## config.mk

```make
export PLATFORM = sky130hd
export DESIGN_NAME = spi_master_regif
export DESIGN_NICKNAME = d
export VERILOG_FILES = /design/src/rtl/spi_master_regif.sv
export SDC_FILE = /design/constraint.sdc
export NUM_CORES = 1
export LEC_CHECK = 0
export CORE_MARGIN = 3
export CORE_UTILIZATION = 57
export CTS_BUF_LIST = sky130_fd_sc_hd__clkbuf_4 sky130_fd_sc_hd__clkbuf_8 sky130_fd_sc_hd__clkbuf_16
export DETAILED_ROUTE_END_ITERATION = 10
export PLACE_DENSITY = 0.89
export SETUP_SLACK_MARGIN = 0.5
export SLEW_MARGIN = 20
export SYNTH_ARGS = -nofsm -noshare
export SYNTH_HDL_FRONTEND = slang
export SYNTH_SLANG_ARGS = --single-unit
```

## constraint.sdc

```tcl
create_clock -name clk -period 2.9 [get_ports clk]
set_input_delay 0.58 -clock clk [delete_from_list [all_inputs] [get_ports clk]]
set_output_delay 0.58 -clock clk [all_outputs]
set_load 0.05 [all_outputs]
```

## src/rtl/spi_master_regif.sv

```systemverilog
// spi_master_regif: SPI master issuing one 24-bit register access per request
// (command byte, address byte, data byte). Supports all four SPI modes per
// transfer. Frame timing: SETUP half-period, 48 SPI half-periods, HOLD
// half-period with cs low, then a GAP half-period before the next request.
module spi_master_regif #(
  parameter int CLK_DIV = 4
) (
  input  logic       clk,
  input  logic       reset,
  input  logic       cpol,
  input  logic       cpha,
  input  logic       start,
  input  logic       rw,
  input  logic [7:0] addr,
  input  logic [7:0] wdata,
  output logic       busy,
  output logic       done,
  output logic [7:0] rdata,
  output logic       spi_clk,
  output logic       cs,
  output logic       mosi,
  input  logic       miso
);

  localparam int            CW        = $clog2(CLK_DIV);
  localparam logic [CW-1:0] CNT_LAST  = CW'(CLK_DIV - 1);
  localparam logic [5:0]    EDGE_LAST = 6'd47;

  typedef enum logic [2:0] {S_IDLE, S_SETUP, S_SHIFT, S_HOLD, S_GAP} state_t;

  state_t        state_q;
  logic [CW-1:0] cnt_q, cnt_d;
  logic [5:0]    edge_q;
  logic [23:0]   sr_q, frame_d;
  logic          cpol_q, cpha_q, rw_q;
  logic          busy_q, done_q, sclk_q, cs_q, mosi_q;
  logic [7:0]    rdata_q;
  logic          hp_end, lead, shift_ev, drive_ev;

  // Frame word for a new request: command, address, write data (zero on reads)
  always_comb begin
    frame_d = {(rw ? 8'h03 : 8'h02), addr, (rw ? 8'h00 : wdata)};
  end

  // Half-period counter and classification of the spi_clk edge about to happen.
  // edge_q counts edges already made, so the next edge is odd (leading) when
  // edge_q is even. MISO is sampled on the capture edge, MOSI moves on the
  // other one; in cpha=0 the final trailing edge must not advance MOSI.
  always_comb begin
    hp_end   = (cnt_q == CNT_LAST);
    cnt_d    = hp_end ? '0 : cnt_q + CW'(1);
    lead     = ~edge_q[0];
    shift_ev = (lead != cpha_q);
    drive_ev = (lead == cpha_q) && (cpha_q || (edge_q != EDGE_LAST));
  end

  // Frame sequencer: SPI pin drive, shift register and host handshake
  always_ff @(posedge clk) begin
    if (reset) begin
      state_q <= S_IDLE;
      cnt_q   <= '0;
      edge_q  <= '0;
      sr_q    <= '0;
      cpol_q  <= 1'b0;
      cpha_q  <= 1'b0;
      rw_q    <= 1'b0;
      busy_q  <= 1'b0;
      done_q  <= 1'b0;
      rdata_q <= '0;
      sclk_q  <= 1'b0;
      cs_q    <= 1'b1;
      mosi_q  <= 1'b0;
    end else begin
      done_q <= 1'b0;
      case (state_q)
        S_IDLE: begin
          cnt_q  <= '0;
          sclk_q <= cpol;
          if (start) begin
            state_q <= S_SETUP;
            sr_q    <= frame_d;
            cpol_q  <= cpol;
            cpha_q  <= cpha;
            rw_q    <= rw;
            busy_q  <= 1'b1;
            cs_q    <= 1'b0;
            mosi_q  <= frame_d[23];
          end
        end
        S_SETUP: begin
          cnt_q  <= cnt_d;
          sclk_q <= cpol_q;
          if (hp_end) begin
            state_q <= S_SHIFT;
            edge_q  <= '0;
          end
        end
        S_SHIFT: begin
          cnt_q <= cnt_d;
          if (hp_end) begin
            sclk_q <= ~sclk_q;
            edge_q <= edge_q + 6'd1;
            if (shift_ev) sr_q   <= {sr_q[22:0], miso};
            if (drive_ev) mosi_q <= sr_q[23];
            if (edge_q == EDGE_LAST) state_q <= S_HOLD;
          end
        end
        S_HOLD: begin
          cnt_q  <= cnt_d;
          sclk_q <= cpol_q;
          if (hp_end) begin
            state_q <= S_GAP;
            cs_q    <= 1'b1;
            done_q  <= 1'b1;
            if (rw_q) rdata_q <= sr_q[7:0];
          end
        end
        S_GAP: begin
          cnt_q <= cnt_d;
          if (hp_end) begin
            state_q <= S_IDLE;
            busy_q  <= 1'b0;
          end
        end
        default: state_q <= S_IDLE;
      endcase
    end
  end

  assign busy    = busy_q;
  assign done    = done_q;
  assign rdata   = rdata_q;
  assign spi_clk = sclk_q;
  assign cs      = cs_q;
  assign mosi    = mosi_q;

endmodule

```

==> flow_metrics.tcl, run 1 <==
set metrics [dict create \
    peakVddDrop_v 0.000410 \
    numCtsBuffers 5 \
    design_area_um2 2810 \
    area_growth_pct 21.8 \
    cp_slowest_cell "clkdlybuf4s50_1" \
    yosys.cell_types.count 38 \
    antenna_found_initial 0 \
    fillerInstances 271 \
    tightest_slew_ns 0.750 \
    routabilityCongestion 0.791 \
    core_um2 3770 \
    rsz0062_at_grt "false" \
    dr.pass1.iters 4 \
    ys_seq_elements 51 \
    endpoint_kind "output port" \
    cp_num_buf_inv 1 \
    synth_area_leader_cell "dfxtp_1" \
    critical_path_class "reg -> out" \
    synth.area.top_cells "dfxtp_1, mux2i_1, nor2_1" \
    fin_crit_ns 2.08 \
    worst_slew_margin_rel_pct 50.0 \
    cts_tree "yes" \
    finClkSkew_ns 0.0110 \
    routed_wirelength_mm 4.64 \
    ys_async_sr_fraction_pct 0 \
    startpoint_type "register" \
    hold_violations 0 \
    min_path_type "reg -> reg" \
    cts_resized 0 \
    tns_ns 0 \
    synth_edf_count 0 \
    p_leak_nw 1.03 \
    grt_max_degree 49 \
    nets 307 \
    ys.flop_type "dfxtp_1" \
    power_density_nw_per_um2 529 \
    place_area_um2 2660 \
    critPathTopFamily "buffers and inverters" \
    grt_usage_pct 19.8 \
    grt_first_pass_wirelength_mm 7.95 \
    reg2reg_from "cnt_q[0]$_SDFFE_PP0P_" \
    overflow 0 \
    drive_gt1_share_pct 7.07 \
    cp_slowest_stage_delay_ns 0.81 \
    required_ns 2.32 \
    worstSkewPairLatency_ns 0.31 \
    clockBufferDepth 2 \
    avgSynthCellArea_um2 9.00 \
    portBuffers 35 \
    syn_inst 256 \
    post-cts-setup-buffer-count 0 \
    vias 1859 \
    rows 22 \
    startpoint "busy$_SDFFE_PP0P_" \
    drcViolationCount 0 \
    clkSinkCount 51 \
    seq_area_frac_synth_pct 44.3 \
    hold_buffers 0 \
    hold_start "sr_q[20]$_SDFFE_PP0P_" \
    drt_iter0_drc 125 \
    grt_pass1_vias 1775 \
    syn_nets 281 \
    root_buffer "clkbuf_8" \
    critPathArrivalTime_ns 1.50 \
    routedWlPerCell_um 14.0 \
    path_max_fanout 3 \
    yosysTopAreaCellShare_pct 44.3 \
    htree_levels 2 \
    yosysMostFrequentCell "dfxtp_1" \
    max_cap_viol_count 0 \
    die_h_um 69.6 \
    synth_commonest_cells "dfxtp_1, nor2_1, a21oi_1" \
    path_clk_slew_ns 0.09 \
    status "finished clean" \
    netlist_area_um2 2300 \
    boundaryPins 36 \
    start_util_pct 61.1 \
    setup_viol 0 \
    die_x_um 69.6 \
    hpwl_mm 3.16 \
    cp_cell_sequence "clkdlybuf4s50_1" \
    yosys_warnings 0 \
    drt-vias-per-instance 5.62 \
    postRouteAntennaNets 0 \
    max_freq_mhz 480 \
    dieArea_um2 4840 \
    drv_slew 0 \
    finalCritPeriodShare_pct 71.8 \
    diodes 0 \
]
worst paths after layout:
path                            to  slack (ns)  cells after the start
max                           busy        0.82                      1
min          sr_q[21]$_SDFFE_PP0P_        0.47                      2
max reg2reg  sr_q[17]$_SDFFE_PP0P_        0.85                      6
min reg2reg  sr_q[21]$_SDFFE_PP0P_        0.47                      2
flip-flops by register name, summed over array words and instances, names as in the netlist:
register	count
sr_q	24
rdata	8
edge_q	6
state_q	3
cnt_q	2
busy	1
cpha_q	1
cpol_q	1
cs	1
done	1
mosi	1
rw_q	1
spi_clk	1
final cells by class:
cell class	instances	area [µm²]	share of cell area, %
clock buffers	6	76.3	2.72
clock inverters	2	60.1	2.14
inverters	4	15.0	0.535
multi-input cells	180	1180	42.1
flip-flops and latches	51	1020	36.4
well taps	48	60.1	2.14
repair buffers	40	392	14.0
where the power goes:
group	internal, mW	switching (mW)
Combinational	0.0775	0.0781
Clock	0.354	0.225
Sequential	0.728	0.0230
Total	1.16	0.326
metal layers:
metal | part of all wire, % | GRT usage, %
met5 | 0 | 0
met4 | 1.8 | 7.59
met3 | 4.8 | 4.35
met2 | 47 | 32.2
met1 | 47 | 25.5
worst min-delay path: stages (launching register included):
cell,delay (ns)
dfxtp_1,0.31
nand3_1,0.06
a21oi_1,0.06
metrics by stage:
step	cells	hold slack (ns)	setup WS, ns	util, %	power (mW)
after floorplan	256	0.442	1.28	-	0.865
after global placement	323	0.449	0.533	70.6	0.915
after detailed placement	323	0.461	0.406	70.6	0.922
after CTS	331	0.473	0.580	74.3	1.49
after global routing	331	0.493	0.691	74.4	1.54
final	331	0.474	0.819	74.4	1.49
layout by cell type (no fill, tap or decap), types with 5 or more instances in the layout:
cell type and n:
a21oi_1 22, a211oi_1 17, dfxtp_1 51, nor2_1 42
clkdlybuf4s50_1 35, nand2_1 8, nand3_1 8, mux2i_1 21
nand2b_1 9, nor3b_1 10, clkbuf_8 5, xor2_1 5
cell families after synthesis:
| group | share of synthesized area (%) |
|---|---|
| XOR/XNOR | 3.04 |
| multiplexers | 10.1 |
| buffers and inverters | 5.32 |
| adder cells (fa/ha/maj) | 1.09 |
| flip-flops | 44.3 |
| AO/OA/AOI/OAI | 13.9 |
| AND/OR/NAND/NOR | 22.3 |
(Power assumes the default switching activity.)
==> inputs of run 2 (changes only) <==
--- a/config.mk
+++ b/config.mk
@@ -6,10 +6,10 @@
 export NUM_CORES = 1
 export LEC_CHECK = 0
 export CORE_MARGIN = 3
-export CORE_UTILIZATION = 57
+export CORE_UTILIZATION = 48
 export CTS_BUF_LIST = sky130_fd_sc_hd__clkbuf_4 sky130_fd_sc_hd__clkbuf_8 sky130_fd_sc_hd__clkbuf_16
 export DETAILED_ROUTE_END_ITERATION = 10
-export PLACE_DENSITY = 0.89
+export PLACE_DENSITY = 0.8
 export SETUP_SLACK_MARGIN = 0.5
 export SLEW_MARGIN = 20
 export SYNTH_ARGS = -nofsm -noshare
==> constraint.sdc (replaced) <==
create_clock -name clk -period 1.8 [get_ports clk]
set_input_delay 0.36 -clock clk [delete_from_list [all_inputs] [get_ports clk]]
set_output_delay 0.36 -clock clk [all_outputs]
set_load 0.05 [all_outputs]
==> flow_metrics.tcl, run 2 (synthesis results as in run 1) <==
set metrics [dict create \
    start_util_pct 51.2 \
    fin_ws_ns 0.108 \
    dr.pass1.iters 4 \
    min_path_cells 2 \
    startpoint_type "register" \
    path_clk_slew_ns 0.09 \
    fillerInstances 228 \
    dieArea_um2 5670 \
    drv_slew 0 \
    finClkSkew_ns 0.00424 \
    total_power_mw 2.40 \
    area_growth_pct 57.3 \
    drcViolationCount 0 \
    place_area_um2 2760 \
    hold_buffers 0 \
    htree_levels 2 \
    portBuffers 35 \
    max_cap_viol_count 0 \
    holdWs_ns 0.403 \
    met1_length_mm 3.14 \
    path_max_fanout 6 \
    drt_iter0_drc 189 \
    boundaryPins 36 \
    dp_slack_ns -0.0651 \
    grt_pass1_vias 1949 \
    core_um2 4500 \
    power_density_nw_per_um2 661 \
    overflow 0 \
    r2r_cells 6 \
    place_inst 333 \
    tns_ns 0 \
    routed_wirelength_mm 7.51 \
    postRouteAntennaNets 0 \
    max_freq_mhz 591 \
    fin_crit_ns 1.69 \
    grt_first_pass_wirelength_mm 9.12 \
    largest_reg_flops 24 \
    final_common_cell "dfxtp_1" \
    design_area_um2 3620 \
    rows 24 \
    wl_met2_mm 3.83 \
    nets 349 \
    top_layer "met4" \
    critPathArrivalTime_ns 1.91 \
    finalCritPeriodShare_pct 94.0 \
    grt_max_degree 36 \
    hold_violations 0 \
    root_buffer "clkbuf_8" \
    antenna_found_initial 0 \
    final_util_pct 80.5 \
    endpoint_kind "register" \
    cts_tree "yes" \
    worstSkewPairLatency_ns 0.31 \
    routabilityCongestion 0.779 \
    diodes 0 \
    critical_path_class "reg -> reg" \
    vias 2239 \
    grt_usage_pct 21.0 \
    status "finished clean" \
    drive_gt1_share_pct 41.2 \
    p_leak_nw 1.43 \
    routedWlPerCell_um 19.9 \
    peakVddDrop_v 0.000552 \
    die_h_um 75.3 \
    numCtsBuffers 5 \
    clkSinkCount 51 \
    rsz0062_at_grt "true" \
    setup_viol 0 \
    fin_cells 377 \
    final_cell_mix "dfxtp_1, nor2_1, buf_4" \
    largest-register "sr_q" \
    min_path_type "in -> reg" \
    required_ns 2.01 \
    tightest_slew_ns 0.464 \
    worst_slew_margin_rel_pct 69.0 \
    hpwl_mm 3.10 \
    die_x_um 75.3 \
    drt-vias-per-instance 5.94 \
    wl_met3_um 434 \
    clockBufferDepth 2 \
]
-- run 2: cell count changes in the layout (fill, tap and decap cells not counted), sizes merged --
cell | before | now
dlymetal6s2s | 0 | 1
clkbuf | 6 | 12
buf | 5 | 56
clkdlybuf4s50 | 35 | 20
dlygate4sd2 | 0 | 1
bufinv | 2 | 0
-- run 2: layer usage --
metal / up-vias / global-route usage (%)
li1: 1042 / -
met4: 0 / 9.13
met2: 81 / 33.8
met1: 1104 / 27.5
met3: 12 / 4.09
met5: - / 0
-- run 2: report_power, final --
group,total [mW],switching (mW),internal [mW],leakage [nW]
sequential,1.21,0.0434,1.17,0.421
combinational,0.448,0.215,0.233,0.950
clock,0.737,0.370,0.366,0.0549
total,2.40,0.629,1.77,1.43
-- run 2: critical path: stages (launching register included) --
cell	delay, ns
dfxtp_4	0.40
buf_4	0.15
a2111oi_4	0.41
buf_6	0.21
clkbuf_16	0.16
nor2_1	0.04
a211oi_1	0.22
-- run 2: layout make-up --
| cell class | instances | area (µm²) | area share, % |
|---|---|---|---|
| clock buffers | 8 | 104 | 2.87 |
| inverters | 4 | 15.0 | 0.414 |
| multi-input cells | 180 | 1570 | 43.3 |
| flip-flops and latches | 51 | 1040 | 28.8 |
| well taps | 52 | 65.1 | 1.79 |
| repair buffers | 82 | 828 | 22.9 |
-- run 2: final timing paths --
kind                           startpoint                endpoint  slack [ns]
hold / removal                      reset  edge_q[0]$_SDFFE_PP0P_        0.40
setup reg to reg  state_q[1]$_SDFFE_PP0P_    sr_q[3]$_SDFFE_PP0P_        0.11
hold reg to reg         mosi$_SDFFE_PP0P_       mosi$_SDFFE_PP0P_        0.49
setup / recovery  state_q[1]$_SDFFE_PP0P_    sr_q[3]$_SDFFE_PP0P_        0.11
-- run 2: timing repair --
action	4_1_cts	5_1_grt
pin swaps	16	36
gates cloned	3	4
gates resized for setup	34	63
hold endpoints to repair	0	0
setup endpoints to repair	47	47
buffers inserted	22	7
